===== src/rtl/pipeline_hazard_ctrl.sv =====
// Central stall/flush sequencer for the 5-stage pipeline: load-use bubbles,
// taken-branch squash, data-memory wait freeze with a timeout watchdog.
module pipeline_hazard_ctrl #(
  parameter int unsigned REG_W       = 5,
  parameter int unsigned MEM_TIMEOUT = 16,
  parameter int unsigned CNT_W       = 16
) (
  input  logic             clk,
  input  logic             reset,
  input  logic [REG_W-1:0] rf_rn,
  input  logic [REG_W-1:0] rf_rm,
  input  logic             rf_uses_rn,
  input  logic             rf_uses_rm,
  input  logic             rf_br_taken,
  input  logic [REG_W-1:0] ex_rd,
  input  logic             ex_mem_read,
  input  logic             ex_reg_write,
  input  logic             mem_access,
  input  logic             mem_ready,
  input  logic             stat_clr,
  output logic             pc_en,
  output logic             ifrf_en,
  output logic             ifrf_flush,
  output logic             rfex_en,
  output logic             rfex_bubble,
  output logic             exmem_en,
  output logic             memwb_en,
  output logic [1:0]       state_o,
  output logic [CNT_W-1:0] stall_cnt,
  output logic             mem_timeout_err
);

  localparam int unsigned WAIT_W = $clog2(MEM_TIMEOUT);
  localparam logic [REG_W-1:0] XZR = REG_W'(31);

  typedef enum logic [1:0] {
    ST_RUN      = 2'd0,
    ST_MEM_WAIT = 2'd1,
    ST_ERR      = 2'd2
  } state_e;

  state_e              state_q, state_d;
  logic [WAIT_W-1:0]   wait_q, wait_d;
  logic                err_q, err_d;
  logic [CNT_W-1:0]    stall_q;
  logic                lu_hit;
  logic                mem_wait;
  logic                freeze;

  // Hazard terms: XZR is never a real dependency
  assign lu_hit = ex_mem_read & ex_reg_write & (ex_rd != XZR) &
                  ((rf_uses_rn & (rf_rn == ex_rd)) | (rf_uses_rm & (rf_rm == ex_rd)));
  assign mem_wait = mem_access & ~mem_ready;

  // Once waiting, only mem_ready releases the freeze
  assign freeze = (state_q == ST_RUN) ? mem_wait : ~mem_ready;

  // State and watchdog registers
  always_ff @(posedge clk or negedge reset) begin
    if (!reset) begin
      state_q <= ST_RUN;
      wait_q  <= '0;
      err_q   <= 1'b0;
    end else begin
      state_q <= state_d;
      wait_q  <= wait_d;
      err_q   <= err_d;
    end
  end

  // Next-state and wait-counter logic
  always_comb begin
    state_d = state_q;
    wait_d  = wait_q;
    err_d   = err_q;
    case (state_q)
      ST_RUN: begin
        if (mem_wait) begin
          state_d = ST_MEM_WAIT;
          wait_d  = WAIT_W'(1);
        end
      end
      ST_MEM_WAIT: begin
        if (mem_ready) begin
          state_d = ST_RUN;
          wait_d  = '0;
        end else if (wait_q == WAIT_W'(MEM_TIMEOUT - 1)) begin
          state_d = ST_ERR;
          err_d   = 1'b1;
        end else begin
          wait_d = wait_q + WAIT_W'(1);
        end
      end
      ST_ERR: begin
        err_d = 1'b1;
      end
      default: begin
        state_d = ST_RUN;
        wait_d  = '0;
      end
    endcase
  end

  // Mealy enable/bubble/flush decode; reset forces a safe frozen pipe
  always_comb begin
    pc_en       = 1'b0;
    ifrf_en     = 1'b0;
    ifrf_flush  = 1'b0;
    rfex_en     = 1'b0;
    rfex_bubble = 1'b0;
    exmem_en    = 1'b0;
    memwb_en    = 1'b0;
    if (!reset) begin
      rfex_bubble = 1'b1;
    end else begin
      case (state_q)
        ST_RUN, ST_MEM_WAIT: begin
          if (!freeze) begin
            rfex_en  = 1'b1;
            exmem_en = 1'b1;
            memwb_en = 1'b1;
            if (lu_hit) begin
              rfex_bubble = 1'b1;
            end else begin
              pc_en      = 1'b1;
              ifrf_en    = 1'b1;
              ifrf_flush = rf_br_taken;
            end
          end
        end
        default: begin
          rfex_bubble = 1'b1;
        end
      endcase
    end
  end

  // Saturating count of cycles with the PC held; clear beats increment
  always_ff @(posedge clk or negedge reset) begin
    if (!reset) begin
      stall_q <= '0;
    end else if (stat_clr) begin
      stall_q <= '0;
    end else if (!pc_en && (stall_q != {CNT_W{1'b1}})) begin
      stall_q <= stall_q + CNT_W'(1);
    end
  end

  assign state_o         = state_q;
  assign stall_cnt       = stall_q;
  assign mem_timeout_err = err_q;

endmodule


===== config.mk =====
export PLATFORM = sky130hd
export DESIGN_NAME = pipeline_hazard_ctrl
export DESIGN_NICKNAME = d
export VERILOG_FILES = /design/src/rtl/pipeline_hazard_ctrl.sv
export SDC_FILE = /design/constraint.sdc
export NUM_CORES = 1
export LEC_CHECK = 0
export ABC_CLOCK_PERIOD_IN_PS = 2200
export CAP_MARGIN = 20
export CORE_MARGIN = 3
export CORE_UTILIZATION = 29
export CTS_BUF_LIST = sky130_fd_sc_hd__clkbuf_16
export DETAILED_ROUTE_END_ITERATION = 7
export PLACE_DENSITY_LB_ADDON = 0.08
export SLEW_MARGIN = 25
export SYNTH_ARGS = -nofsm -noshare
export SYNTH_HDL_FRONTEND = slang
export SYNTH_SLANG_ARGS = --single-unit

===== constraint.sdc =====
create_clock -name clk -period 2.2 [get_ports clk]
set_clock_uncertainty 0.1 [all_clocks]
set_input_delay 0.33 -clock clk [delete_from_list [all_inputs] [get_ports clk]]
set_output_delay 0.33 -clock clk [all_outputs]
set_load 0.1 [all_outputs]

# Yosys cells after proc, flatten, opt, wreduce, memory -nomap -nowiden
# Index checks and enable logic that the tools add are counted.
[op_classes]
addsub = 2
eq_ne = 12
mux = 29
bitwise = 9
n_reduce_logical = 9
[ops]
columns = ["operator", "n"]
rows = [
  ["16-bit two-way mux", 2],
  ["1-bit two-way mux", 18],
  ["16-bit by 1-bit adder with 16-bit output (second input constant)", 1],
  ["16-bit inequality test (second input constant)", 1],
  ["4-bit two-way mux", 3],
  ["4-bit one-hot mux with 3 select lines", 1],
  ["5-bit equality test", 2],
  ["3-bit AND reduction", 3],
  ["1-bit bitwise AND", 6],
  ["2-bit two-way mux", 3],
  ["2-bit inequality test (second input constant)", 3],
  ["3-bit inequality test (second input constant)", 2],
  ["2-bit one-hot mux with 3 select lines", 1],
  ["5-bit inequality test (second input constant)", 1],
  ["4-bit by 1-bit adder with 4-bit output (second input constant)", 1],
  ["4-bit equality test (second input constant)", 1],
  ["2-bit nonzero test", 2],
  ["2-bit by 1-bit equality test with 1-bit output (second input constant)", 1],
  ["2-bit equality test (second input constant)", 1],
  ["2-bit zero test", 1],
  ["1-bit NOT", 2],
  ["1-bit one-hot mux with 2 select lines", 1],
  ["2-bit OR reduction", 1],
  ["1-bit logical AND", 1],
  ["other kinds (2)", 2],
]
[totals]
ff_bits = 23
in_bits = 25
out_inout_bits = 26
word_cells = 65

# Logic depth before layout (Yosys ltp)
# Gate-level depths: netlist of run 1.
[depth]
depth_word = 12
mapped_depth = 9
depth_no_buf = 7

# Worst setup path after synthesis of run 1
# OpenSTA, ideal clock, no wires.
[synth_path]
path_type = "register to output"
start = "register state_q[0] (netlist: state_o[0])"
end = "output ifrf_flush"
arrival_time_ns = 3.738
t_required_ns = 1.770
setup_slack_ns = -1.968
path_stages_with_launch = 7
n_path_buf = 1
path_cell_list = "dfrtp_1 > nor2_1 > nor2_1 > nor3b_2 > a21boi_2 > buf_6 > and2_2"
[synth_via]
elab_chain_cells = 5
word_cells_on_any_way = 7
classes_between = "eq/ne: 1; mux: 4; reduce/logical: 2"
[synth_rtl]
columns = ["element", "line_no", "text"]
rows = [
  ["start: declaration", "42", "state_e state_q, state_d;"],
  ["start signal: assignment", "65", "state_q <= state_d;"],
  ["2-bit zero test", "56, 116", ""],
  ["1-bit two-way mux", "56", "assign freeze = (state_q == ST_RUN) ? mem_wait : ~mem_ready;"],
  ["1-bit two-way mux", "118", "if (!freeze) begin"],
  ["1-bit two-way mux (*)", "116", "case (state_q)"],
  ["1-bit two-way mux (*)", "113", "if (!reset) begin"],
  ["end: declaration", "23", "output logic ifrf_flush,"],
]
# Every way passes the cells marked *; elsewhere a longest branch is shown, timed or not.

# Worst setup path after layout of run 1
[layout_path]
start = "input rf_uses_rn"
end = "output rfex_bubble"
[layout_via]
elab_chain_cells = 7
[layout_rtl]
columns = ["element", "line_no", "text"]
rows = [
  ["start: declaration", "12", "input logic rf_uses_rn,"],
  ["1-bit bitwise AND", "52", "((rf_uses_rn & (rf_rn == ex_rd)) | (rf_uses_rm & (rf_rm == ex_rd)));"],
  ["1-bit OR", "52", ""],
  ["1-bit bitwise AND", "51", "assign lu_hit = ex_mem_read & ex_reg_write & (ex_rd != XZR) &"],
  ["1-bit two-way mux", "122", "if (lu_hit) begin"],
  ["1-bit two-way mux", "118", ""],
  ["1-bit two-way mux", "116", ""],
  ["1-bit two-way mux", "113", ""],
  ["end: declaration", "25", "output logic rfex_bubble,"],
]
# Every way passes these cells.

==> Implementation_results.wiki, run 1 <==
{| class="wikitable"
! Metric !! Value
|-
| Outcome || completed
|-
| Final global-route overflow total || 0
|-
| Total design power || approximately 1.2 mW
|-
| Critical path peak fanout || 2
|-
| Via count of the first global-routing pass || around 1300
|-
| Leak Pwr || 0.976 nW
|-
| Die width || 77.3 um
|-
| Antenna violations before repair || 0
|-
| Number of port buffers || 50
|-
| Cell mode on critical path || nand2_2
|-
| Post-Place Cells || 275
|-
| Fin Hold WS || 0.372 ns
|-
| Initial Utilization || 0.306
|-
| Global-route wire length before repair || 6.28 mm
|-
| Nets || 244
|-
| Mapped cell area || 1470 sq um
|-
| Number of warnings reported in the yosys synthesis log || 0
|-
| Hold Path Depth || 1
|-
| Boundary pin count || 51
|-
| Worst hold path class || reg -> reg
|-
| Cell Pwr Density || between 500 and 600 nW/um^2
|-
| Count of final hold-check violations || 0
|-
| Count of filler cells inserted in the layout || a little under 500
|-
| Data required time of the worst path || approximately 1.8 ns
|-
| Maxcap violations || 0
|-
| Worst setup slack for register-to-register paths || 0.19 ns
|-
| Synth Register Bits || 23
|-
| Setup TNS || 0 ns
|-
| Fmax achieved || 469 MHz
|-
| Clock insertion delay at the later pin of the skew report || 0.25 ns
|-
| Die height || just under 80 um
|-
| Highest-delay cell along the critical path || clkdlybuf4s50_1
|-
| Post-Place Setup Slack || -0.281 ns
|-
| Cell variety after synth || 37
|-
| Endpoint type of the worst setup path || primary output
|-
| Delay contributed by the slowest stage of the critical path || 0.47 ns
|-
| Finished Cell Area || 2270 sq um
|-
| Cell area reported after detailed placement || roughly 2200 sq um
|-
| CP Launch Type || input pin
|-
| Minimum setup slack in the final design || about 0.07 ns
|-
| TritonCTS clock tree || built
|-
| CP Cell Sequence || clkdlybuf4s50_1 -> nand2_2 -> o22ai_4 -> nand2_2 -> o211ai_1 -> clkbuf_16
|-
| Category of cells accounting for the largest share of critical-path delay || buffers and inverters
|-
| Routed vias || about 1300
|-
| Number of cell rows || 25
|-
| Final instance count without filler cells || 283
|-
| Bufs on Longest Clock Path || 2
|-
| Logic depth of the worst path, buffers included || 6
|-
| Final Routed Wirelength || 3.74 mm
|-
| Kind of critical path || in -> out
|-
| CTS sink count || 23
|-
| Worst ir drop on vdd || between 400 and 500 uV
|-
| Layout Area Growth over Synthesis || 54.3%
|-
| Count of hold buffers inserted by post-cts repair || 0
|-
| Number of cells produced by synthesis || around 150
|-
| Util after Layout || 0.472
|-
| Detailed-route wire length per cell || 13.2 um
|-
| Worst-margin pin slew || 0.584 ns
|-
| Data arrival time of the critical path || 1.70 ns
|-
| Per-cell via count in the routed design || 4.63
|-
| Final critical delay including setup and external delays || 2.13 ns
|-
| Antenna violation net count after detailed routing || 0
|-
| Leading cell type in the layout, fill and taps excluded || buf_4
|-
| Commonest cells after routing, fill and taps aside || 34 x buf_4, 23 x xnor2_1, 20 x nor2_1, 19 x dfrtp_1, 13 x nand2_1
|-
| DRC violation total after the first TritonRoute iteration || 33
|-
| Residual DRC count || 0
|-
| Tightest slew margin relative to the limit || 0.610
|-
| Final weighted congestion in routability-driven placement || 0.796
|-
| Total CTS buffers || 3
|-
| Clock edge transition at the registers on the reported setup and hold paths || 0.06 ns
|-
| Register area share after synthesis || 0.390
|-
| Final number of max-transition violations || 0
|-
| Fraction of layout instances using a drive strength above 1 || 0.366
|-
| Number of buffer and inverter instances along the worst setup path || 2
|-
| HPWL after detailed placement || 2.88 mm
|-
| Pin count of the biggest net entering global routing || 25
|-
| Synthesized net count || 181
|-
| Floorplan core area || 4820 sq um
|-
| Portion of the clock cycle consumed by the worst path in the final layout || 0.969
|-
| Post-synthesis average cell area || 9.57 sq um
|-
| Root Driver || clkbuf_16
|-
| Overall track demand over capacity in global routing || 0.128
|-
| Reg2Reg Depth || 9
|-
| Number of iterations in the first detailed-routing pass || 4
|-
| Number of setup violations in the final report || 0
|-
| Number of H-tree branching levels || 1
|-
| Area of the die || 5970 sq um
|-
| N_diodes || 0
|}
[routing by layer]
layer,vias up,routed length (um),track usage
met1,610,1830,0.176
met2,41,1690,0.202
met4,0,31,0.0320
met5,-,0,0
li1,656,-,-
met3,4,192,0.0282
[Yosys cell counts]
library cell,number,area share
o31ai_1,1,0.0051
and2_2,1,0.0051
ha_1,2,0.017
inv_1,3,0.0076
clkbuf_1,2,0.0051
dfrtp_1,23,0.39
nor4_1,1,0.0042
buf_6,3,0.023
nor3_4,2,0.022
a221oi_1,1,0.0059
nor3b_1,2,0.010
a21oi_1,5,0.017
nor2_1,22,0.056
o22ai_1,2,0.0085
o21ai_0,2,0.0068
o32ai_1,1,0.0059
xor2_1,1,0.0059
o211ai_1,1,0.0051
or3_1,2,0.0085
a21boi_2,1,0.0076
a31oi_1,1,0.0042
nand4_1,2,0.0085
a2111oi_0,1,0.0059
nor4_2,2,0.017
nor3b_2,2,0.017
or2_2,2,0.0085
and3_1,3,0.013
mux2i_1,2,0.014
a211oi_1,1,0.0051
buf_1,1,0.0025
nand2_1,15,0.038
xnor2_1,23,0.14
buf_4,3,0.015
o22ai_2,1,0.0085
nor3_2,8,0.054
nand3_1,8,0.027
and3_4,1,0.0076
[final timing paths]
check | endpoint | start
min in group asynchronous | stall_cnt[8]$_DFFE_PN0P_ | reset
max in group asynchronous | state_o[0]$_DFFE_PN0P_ | reset
max reg2reg | stall_cnt[1]$_DFFE_PN0P_ | state_o[0]$_DFFE_PN0P_
min reg2reg | mem_timeout_err$_DFFE_PN0P_ | mem_timeout_err$_DFFE_PN0P_
min | mem_timeout_err$_DFFE_PN0P_ | mem_timeout_err$_DFFE_PN0P_
max | rfex_bubble | rf_uses_rn
[registers in the layout, indices dropped and copies added, names as in the netlist]
name and count:
stall_cnt 16, wait_q 4, state_o 2, mem_timeout_err 1
[power breakdown]
part           leakage, nW  switching (mW)  internal [mW]
logic                0.630           0.217          0.139
clock network       0.0423           0.143          0.242
registers            0.304          0.0169          0.440
[cells by family (layout without fill, tap and decap cells)]
family | Yosys count | in the layout | share of synthesized area
AND/OR/NAND/NOR | 73 | 73 | 0.297
adder cells (fa/ha/maj) | 2 | 2 | 0.0170
multiplexers | 2 | 2 | 0.0136
XOR/XNOR | 24 | 24 | 0.143
buffers and inverters | 12 | 74 | 0.0535
flip-flops | 23 | 23 | 0.390
AO/OA/AOI/OAI | 18 | 18 | 0.0857
[layout make-up]
type / count / area, sq um / share of cell area
inverters: 3 / 11.3 / 0.00495
well taps: 67 / 83.8 / 0.0369
clock buffers: 3 / 75.1 / 0.0330
multi-input cells: 119 / 857 / 0.377
clock inverters: 1 / 3.75 / 0.00165
repair buffers: 67 / 661 / 0.290
flip-flops and latches: 23 / 583 / 0.256
[repair_timing]
item	4_1_cts	5_1_grt
buffers inserted	2	2
setup endpoints to repair	5	11
resized for setup	15	26
pin swaps	13	17
(Power assumes the default switching activity.)
==> inputs of run 2 (changes only) <==
--- a/config.mk
+++ b/config.mk
@@ -7,11 +7,12 @@
 export LEC_CHECK = 0
 export ABC_CLOCK_PERIOD_IN_PS = 2200
 export CAP_MARGIN = 20
+export CORE_ASPECT_RATIO = 1.1
 export CORE_MARGIN = 3
 export CORE_UTILIZATION = 29
 export CTS_BUF_LIST = sky130_fd_sc_hd__clkbuf_16
 export DETAILED_ROUTE_END_ITERATION = 7
-export PLACE_DENSITY_LB_ADDON = 0.08
+export PLACE_DENSITY = 0.59
 export SLEW_MARGIN = 25
 export SYNTH_ARGS = -nofsm -noshare
 export SYNTH_HDL_FRONTEND = slang
==> Implementation_results.wiki, run 2 (synthesized netlist as in run 1, its figures left out) <==
{| class="wikitable"
! Metric !! Value
|-
| Worst ir drop on vdd || 246 uV (was 415 uV)
|-
| Register area || 583 sq um (unchanged)
|-
| Portion of the clock cycle consumed by the worst path in the final layout || 0.962 (was 0.969)
|-
| Commonest cells after routing, fill and taps aside || 36 x buf_4, 23 x xnor2_1, 20 x nor2_1, 19 x dfrtp_1, 14 x nand2_1 (was 34 x buf_4, 23 x xnor2_1, 20 x nor2_1, 19 x dfrtp_1, 13 x nand2_1)
|-
| Final instance count without filler cells || 273 (was 283)
|-
| Critical path peak fanout || 3 (was 2)
|-
| Residual DRC count || 0 (unchanged)
|-
| Fin Hold WS || 0.374 ns (was 0.372 ns)
|-
| Root Driver || clkbuf_16 (unchanged)
|-
| Fraction of layout instances using a drive strength above 1 || 0.350 (was 0.366)
|-
| Total design power || 1.21 mW (was 1.20 mW)
|-
| Maxcap violations || 0 (unchanged)
|-
| Number of flip-flops under the largest register name || 16 (unchanged)
|-
| Boundary pin count || 51 (unchanged)
|-
| Antenna violation net count after detailed routing || 0 (unchanged)
|-
| CTS sink count || 23 (unchanged)
|-
| Data required time of the worst path || 1.77 ns (about the same)
|-
| Die width || 74.0 um (was 77.3 um)
|-
| Die height || 80.8 um (was 77.3 um)
|-
| Delay contributed by the slowest stage of the critical path || 0.54 ns (was 0.47 ns)
|-
| Initial Utilization || 0.308 (was 0.306)
|-
| Number of iterations in the first detailed-routing pass || 4 (unchanged)
|-
| Count of hold buffers inserted by post-cts repair || 0 (unchanged)
|-
| Fmax achieved || 472 MHz (was 469 MHz)
|-
| Clock insertion delay at the later pin of the skew report || 0.25 ns (about the same)
|-
| CP Cell Sequence || clkdlybuf4s50_1 -> nor3b_4 -> a21boi_4 -> and2_4 -> buf_12 (was clkdlybuf4s50_1 -> nand2_2 -> o22ai_4 -> nand2_2 -> o211ai_1 -> clkbuf_16)
|-
| Final number of max-transition violations || 0 (unchanged)
|-
| Floorplan core area || 4780 sq um (was 4820 sq um)
|-
| Cell Pwr Density || 539 nW/um^2 (was 527 nW/um^2)
|-
| Area taken by multi-input logic gates || 847 sq um (was 857 sq um)
|-
| Tightest slew margin relative to the limit || 0.644 (was 0.610)
|-
| Number of setup violations in the final report || 0 (unchanged)
|-
| Endpoint type of the worst setup path || primary output (unchanged)
|-
| Number of cell rows || 26 (was 25)
|-
| Worst-margin pin slew || 0.529 ns (was 0.584 ns)
|-
| Setup repair after global routing missed its margin || yes
|-
| Highest-delay cell along the critical path || clkdlybuf4s50_1 (unchanged)
|-
| TritonCTS clock tree || built (unchanged)
|-
| Per-cell via count in the routed design || 4.80 (was 4.63)
|-
| Final weighted congestion in routability-driven placement || 0.725 (was 0.796)
|-
| Bufs on Longest Clock Path || 2 (unchanged)
|-
| Clock edge transition at the registers on the reported setup and hold paths || 0.06 ns (about the same)
|-
| Origin of the worst min-delay path || mem_timeout_err$_DFFE_PN0P_ (unchanged)
|-
| Number of port buffers || 50 (unchanged)
|-
| Kind of critical path || in -> out (unchanged)
|-
| Total CTS buffers || 3 (unchanged)
|-
| Routed vias || 1311 (unchanged)
|-
| Final critical delay including setup and external delays || 2.12 ns (was 2.13 ns)
|-
| Global-route wire length before repair || 6.10 mm (was 6.28 mm)
|-
| Worst hold path class || reg -> reg (unchanged)
|-
| Count of filler cells inserted in the layout || 474 (was 488)
|-
| Pin count of the biggest net entering global routing || 25 (unchanged)
|-
| Overall track demand over capacity in global routing || 0.128 (about the same)
|-
| Layout Area Growth over Synthesis || 52.5% (was 54.3%)
|-
| Leading cell type in the layout, fill and taps excluded || buf_4 (unchanged)
|-
| DRC violation total after the first TritonRoute iteration || 54 (was 33)
|-
| CP Launch Type || input pin (unchanged)
|-
| Origin of the worst setup path || reset (was rf_uses_rn)
|-
| Number of H-tree branching levels || 1 (unchanged)
|-
| Via count of the first global-routing pass || 1323 (was 1328)
|-
| Detailed-route wire length per cell || 13.1 um (was 13.2 um)
|-
| Nets || 245 (was 244)
|-
| Count of final hold-check violations || 0 (unchanged)
|-
| HPWL after detailed placement || 2.81 mm (was 2.88 mm)
|-
| N_diodes || 0 (unchanged)
|-
| Leak Pwr || 0.992 nW (was 0.976 nW)
|-
| Beginning of the worst register-to-register path || stall_cnt[0]$_DFFE_PN0P_ (was state_o[0]$_DFFE_PN0P_)
|-
| Final Routed Wirelength || 3.57 mm (was 3.74 mm)
|-
| Data arrival time of the critical path || 1.69 ns (was 1.70 ns)
|-
| Outcome || completed (unchanged)
|-
| Antenna violations before repair || 0 (unchanged)
|-
| Setup TNS || 0 ns (unchanged)
|-
| Final global-route overflow total || 0 (unchanged)
|-
| Post-Place Cells || 267 (was 275)
|-
| Area of the die || 5970 sq um (about the same)
|}
-- run 2: cell count changes in the layout (fill, tap and decap cells not counted), moves of 2 or more --
cell / change
clkdlybuf4s15_1: -7
buf_12: -2
clkbuf_2: -4
dlygate4sd2_1: +10
buf_4: +2
-- run 2: layout make-up --
| type | instances | area share |
|---|---|---|
| Sequential cell | 23 | 0.259 |
| Multi-Input combinational cell | 119 | 0.377 |
| Timing Repair Buffer | 68 | 0.292 |
| Inverter | 3 | 0.00501 |
| Tap cell | 56 | 0.0312 |
| Clock buffer | 3 | 0.0334 |
| Clock inverter | 1 | 0.00223 |
-- run 2: power by group --
group	internal [mW]	switching [mW]	leakage [nW]	total [mW]
registers	0.439	0.0181	0.304	0.457
clock network	0.245	0.160	0.0409	0.405
logic	0.136	0.214	0.646	0.349
-- run 2: worst paths after layout --
path | endpoint | slack (ns) | cells past startpoint
setup / recovery | ifrf_flush | 0.08 | 5
hold / removal | mem_timeout_err$_DFFE_PN0P_ | 0.37 | 1
setup reg to reg | stall_cnt[9]$_DFFE_PN0P_ | 0.29 | 8
hold reg to reg | mem_timeout_err$_DFFE_PN0P_ | 0.37 | 1
max in group asynchronous | state_o[0]$_DFFE_PN0P_ | 1.28 | 2
min in group asynchronous | stall_cnt[9]$_DFFE_PN0P_ | 0.45 | 2
-- run 2: layer usage --
metal,vias to the layer above,wire (um),track usage
met3,2,150,0.0186
met5,-,0,0
met4,0,14,0.0326
met2,24,1810,0.217
met1,632,1600,0.168
li1,653,-,-
-- run 2: per-stage QoR --
step	instance area, sq um	worst slack (ns)	utilization
final	2250	0.0836	0.470
after CTS	2230	0.00122	0.465
after global placement	2150	-0.200	0.450
after detailed placement	2150	-0.210	0.450
after global routing	2250	-0.0109	0.470
after floorplan	1520	-0.994	-
-- run 2: repair_timing --
action                     in CTS  in global routing
pin swaps                      11                 13
buffers inserted                1                  1
resized for setup              15                  9
setup endpoints to repair       4                  3
-- run 2: worst max-delay path, delay by kind of cell --
family          cells  cell delay, ns
simple gates        2            0.41
buf+inv             2            0.70
compound gates      1            0.25
==> inputs of run 3 (changes only) <==
--- a/config.mk
+++ b/config.mk
@@ -8,7 +8,6 @@
 export ABC_CLOCK_PERIOD_IN_PS = 2200
 export CAP_MARGIN = 20
 export CORE_ASPECT_RATIO = 1.1
-export CORE_MARGIN = 3
 export CORE_UTILIZATION = 29
 export CTS_BUF_LIST = sky130_fd_sc_hd__clkbuf_16
 export DETAILED_ROUTE_END_ITERATION = 7
==> Implementation_results.wiki, run 3 (synthesized netlist as in run 1, its figures left out) <==
{| class="wikitable"
! Metric !! Value
|-
| Number of flip-flops under the largest register name || 16 (unchanged)
|-
| Category of cells accounting for the largest share of critical-path delay || flip-flops (was buffers and inverters)
|-
| TritonCTS clock tree || built (unchanged)
|-
| CTS sink count || 23 (unchanged)
|-
| Number of cell rows || 26 (unchanged)
|-
| Worst setup slack for register-to-register paths || 0.25 ns (was 0.29 ns)
|-
| Via count of the first global-routing pass || 1252 (was 1323)
|-
| Minimum setup slack in the final design || -0.00945 ns (was 0.0836 ns)
|-
| Highest-delay cell along the critical path || dfrtp_4 (was clkdlybuf4s50_1)
|-
| Worst ir drop on vdd || 411 uV (was 246 uV)
|-
| Failing checks || setup timing
|-
| Fmax achieved || 453 MHz (was 472 MHz)
|-
| Data required time of the worst path || 1.77 ns (about the same)
|-
| HPWL after detailed placement || 2.70 mm (was 2.81 mm)
|-
| Setup repair after global routing missed its margin || yes (unchanged)
|-
| Critical path peak fanout || 5 (was 3)
|-
| Number of setup violations in the final report || 1 (was 0)
|-
| Count of final hold-check violations || 0 (unchanged)
|-
| Cell Pwr Density || 530 nW/um^2 (was 539 nW/um^2)
|-
| Delay contributed by the slowest stage of the critical path || 0.49 ns (was 0.54 ns)
|-
| Share of power burned in combinational logic || 0.299 (was 0.288)
|-
| Bufs on Longest Clock Path || 2 (unchanged)
|-
| Fin Hold WS || 0.175 ns (was 0.374 ns)
|-
| Beginning of the worst register-to-register path || stall_cnt[0]$_DFFE_PN0P_ (unchanged)
|-
| Number of port buffers || 50 (unchanged)
|-
| Maxcap violations || 0 (unchanged)
|-
| Routed met2 length || 1.81 mm (about the same)
|-
| Final Routed Wirelength || 3.53 mm (was 3.57 mm)
|-
| Sequential cell fraction of total power || 0.378 (was 0.377)
|-
| Area of the die || 5370 sq um (was 5970 sq um)
|-
| Net switching fraction of the power || 0.316 (was 0.324)
|-
| Root Driver || clkbuf_16 (unchanged)
|-
| Layout Area Growth over Synthesis || 55.4% (was 52.5%)
|-
| Count of filler cells inserted in the layout || 477 (was 474)
|-
| CP Cell Sequence || nor2_4 -> nor2_2 -> nor3b_4 -> a21boi_4 -> buf_12 -> buf_4 -> buf_12 (was clkdlybuf4s50_1 -> nor3b_4 -> a21boi_4 -> and2_4 -> buf_12)
|-
| Pin count of the biggest net entering global routing || 25 (unchanged)
|-
| Routed vias || 1300 (was 1311)
|-
| Nets || 248 (was 245)
|-
| Post-Place Setup Slack || -0.208 ns (was -0.210 ns)
|-
| Post-route met1 wirelength || 1.55 mm (was 1.60 mm)
|-
| Final critical delay including setup and external delays || 2.21 ns (was 2.12 ns)
|-
| Worst hold path class || in -> async (was reg -> reg)
|-
| Number of buffer and inverter instances along the worst setup path || 3 (was 2)
|-
| Reg2reg end || stall_cnt[13]$_DFFE_PN0P_ (was stall_cnt[9]$_DFFE_PN0P_)
|-
| Cell mode on critical path || buf_12
|-
| Initial Utilization || 0.310 (was 0.308)
|-
| Internal power || 831 uW (was 820 uW)
|-
| Antenna violation net count after detailed routing || 0 (unchanged)
|-
| Portion of the clock cycle consumed by the worst path in the final layout || 1.00 (was 0.962)
|-
| Total CTS buffers || 3 (unchanged)
|-
| Sw power || 384 uW (was 392 uW)
|-
| Clock edge transition at the registers on the reported setup and hold paths || 0.06 ns (about the same)
|-
| Residual DRC count || 0 (unchanged)
|-
| Util after Layout || 0.482 (was 0.470)
|-
| Count of hold buffers inserted by post-cts repair || 0 (unchanged)
|-
| Total design power || 1.21 mW (about the same)
|-
| Final number of max-transition violations || 0 (unchanged)
|-
| Cell area reported after detailed placement || 2180 sq um (was 2150 sq um)
|-
| Detailed-route wire length per cell || 12.8 um (was 13.1 um)
|-
| Outcome || complete, but fails checks (was completed)
|-
| Tightest slew margin relative to the limit || 0.609 (was 0.644)
|-
| Antenna violations before repair || 0 (unchanged)
|-
| N_diodes || 0 (unchanged)
|-
| Clock insertion delay at the later pin of the skew report || 0.25 ns (about the same)
|-
| Global-route wire length before repair || 5.87 mm (was 6.10 mm)
|-
| Final weighted congestion in routability-driven placement || 0.804 (was 0.725)
|-
| Clock share of power || 0.323 (was 0.334)
|-
| Per-cell via count in the routed design || 4.71 (was 4.80)
|-
| Leading cell type in the layout, fill and taps excluded || buf_4 (unchanged)
|-
| Floorplan core area || 4750 sq um (was 4780 sq um)
|-
| Commonest cells after routing, fill and taps aside || 38 x buf_4, 22 x xnor2_1, 20 x nor2_1, 19 x dfrtp_1, 14 x nand2_1 (was 36 x buf_4, 23 x xnor2_1, 20 x nor2_1, 19 x dfrtp_1, 14 x nand2_1)
|-
| Number of H-tree branching levels || 1 (unchanged)
|-
| Number of iterations in the first detailed-routing pass || 4 (unchanged)
|-
| Finished Cell Area || 2290 sq um (was 2250 sq um)
|-
| Leak Pwr || 1.02 nW (was 0.992 nW)
|-
| Overall track demand over capacity in global routing || 0.138 (was 0.128)
|-
| Max Used Layer || met4 (unchanged)
|-
| Data arrival time of the critical path || 1.78 ns (was 1.69 ns)
|-
| Reg2Reg Depth || 8 (unchanged)
|-
| Die width || 70.0 um (was 74.0 um)
|-
| Boundary pin count || 51 (unchanged)
|-
| DRC violation total after the first TritonRoute iteration || 47 (was 54)
|-
| Die height || 76.8 um (was 80.8 um)
|-
| Worst-margin pin slew || 0.584 ns (was 0.529 ns)
|-
| CP Launch Type || register (was input pin)
|-
| Fraction of layout instances using a drive strength above 1 || 0.373 (was 0.350)
|-
| Endpoint type of the worst setup path || primary output (unchanged)
|-
| Kind of critical path || reg -> out (was in -> out)
|-
| Final global-route overflow total || 0 (unchanged)
|-
| Metal3 WL || 151 um (was 150 um)
|}
-- run 3: changes by cell type in the layout (fill, tap and decap cells not counted), moves of 2 or more --
cell,previous run,this run
clkbuf_2,1,3
buf_4,36,38
clkdlybuf4s50_1,6,4
buf_12,6,8
-- run 3: power by group through the flow --
stage                     sequential (mW)  clock [mW]  combinational [mW]
after floorplan                     0.517           0               0.164
after global placement              0.465           0               0.366
after detailed placement            0.466           0               0.367
after CTS                           0.459       0.409               0.361
after global routing                0.461       0.430               0.387
final                               0.459       0.393               0.364
-- run 3: layer usage --
layer	up-vias	global-route usage
met5	-	0
li1	660	-
met2	26	0.247
met3	2	0.0342
met4	0	0.0240
met1	612	0.168
-- run 3: cell type report --
class                           instances  area (sq um)  share of cell area
Multi-Input combinational cell        119           855               0.373
Timing Repair Buffer                   71           692               0.302
Sequential cell                        23           583               0.255
Clock buffer                            3          75.1              0.0328
Tap cell                               56          70.1              0.0306
Inverter                                3          11.3             0.00492
Clock inverter                          1          5.00             0.00218
-- run 3: how the worst max path moves through the flow --
stage,from,to,slack (ns),cells after the start
2_1_floorplan,state_o[0]$_DFFE_PN0P_,ifrf_flush,-0.99,6
3_3_place_gp,ex_rd[0],ifrf_en,-0.20,8
4_1_cts,state_o[0]$_DFFE_PN0P_,ifrf_en,-0.03,7
6_report,state_o[0]$_DFFE_PN0P_,ifrf_en,-0.009,7
5_1_grt,state_o[0]$_DFFE_PN0P_,ifrf_en,-0.07,7
3_5_place_dp,ex_rd[4],stall_cnt[6]$_DFFE_PN0P_,-0.21,9
-- run 3: stage by stage --
step / std cells / setup TNS, ns
final: 276 / -0.00945
after global routing: 276 / -0.164
after CTS: 273 / -0.0545
after detailed placement: 267 / -2.77
after global placement: 267 / -2.51
after floorplan: 154 / -13.24
-- run 3: what timing repair did --
| action | in CTS | in global routing |
|---|---|---|
| hold endpoints to repair | 0 | 0 |
| buffers inserted | 2 | 3 |
| resized for setup | 16 | 15 |
| setup endpoints to repair | 4 | 4 |
| pin swaps | 17 | 11 |
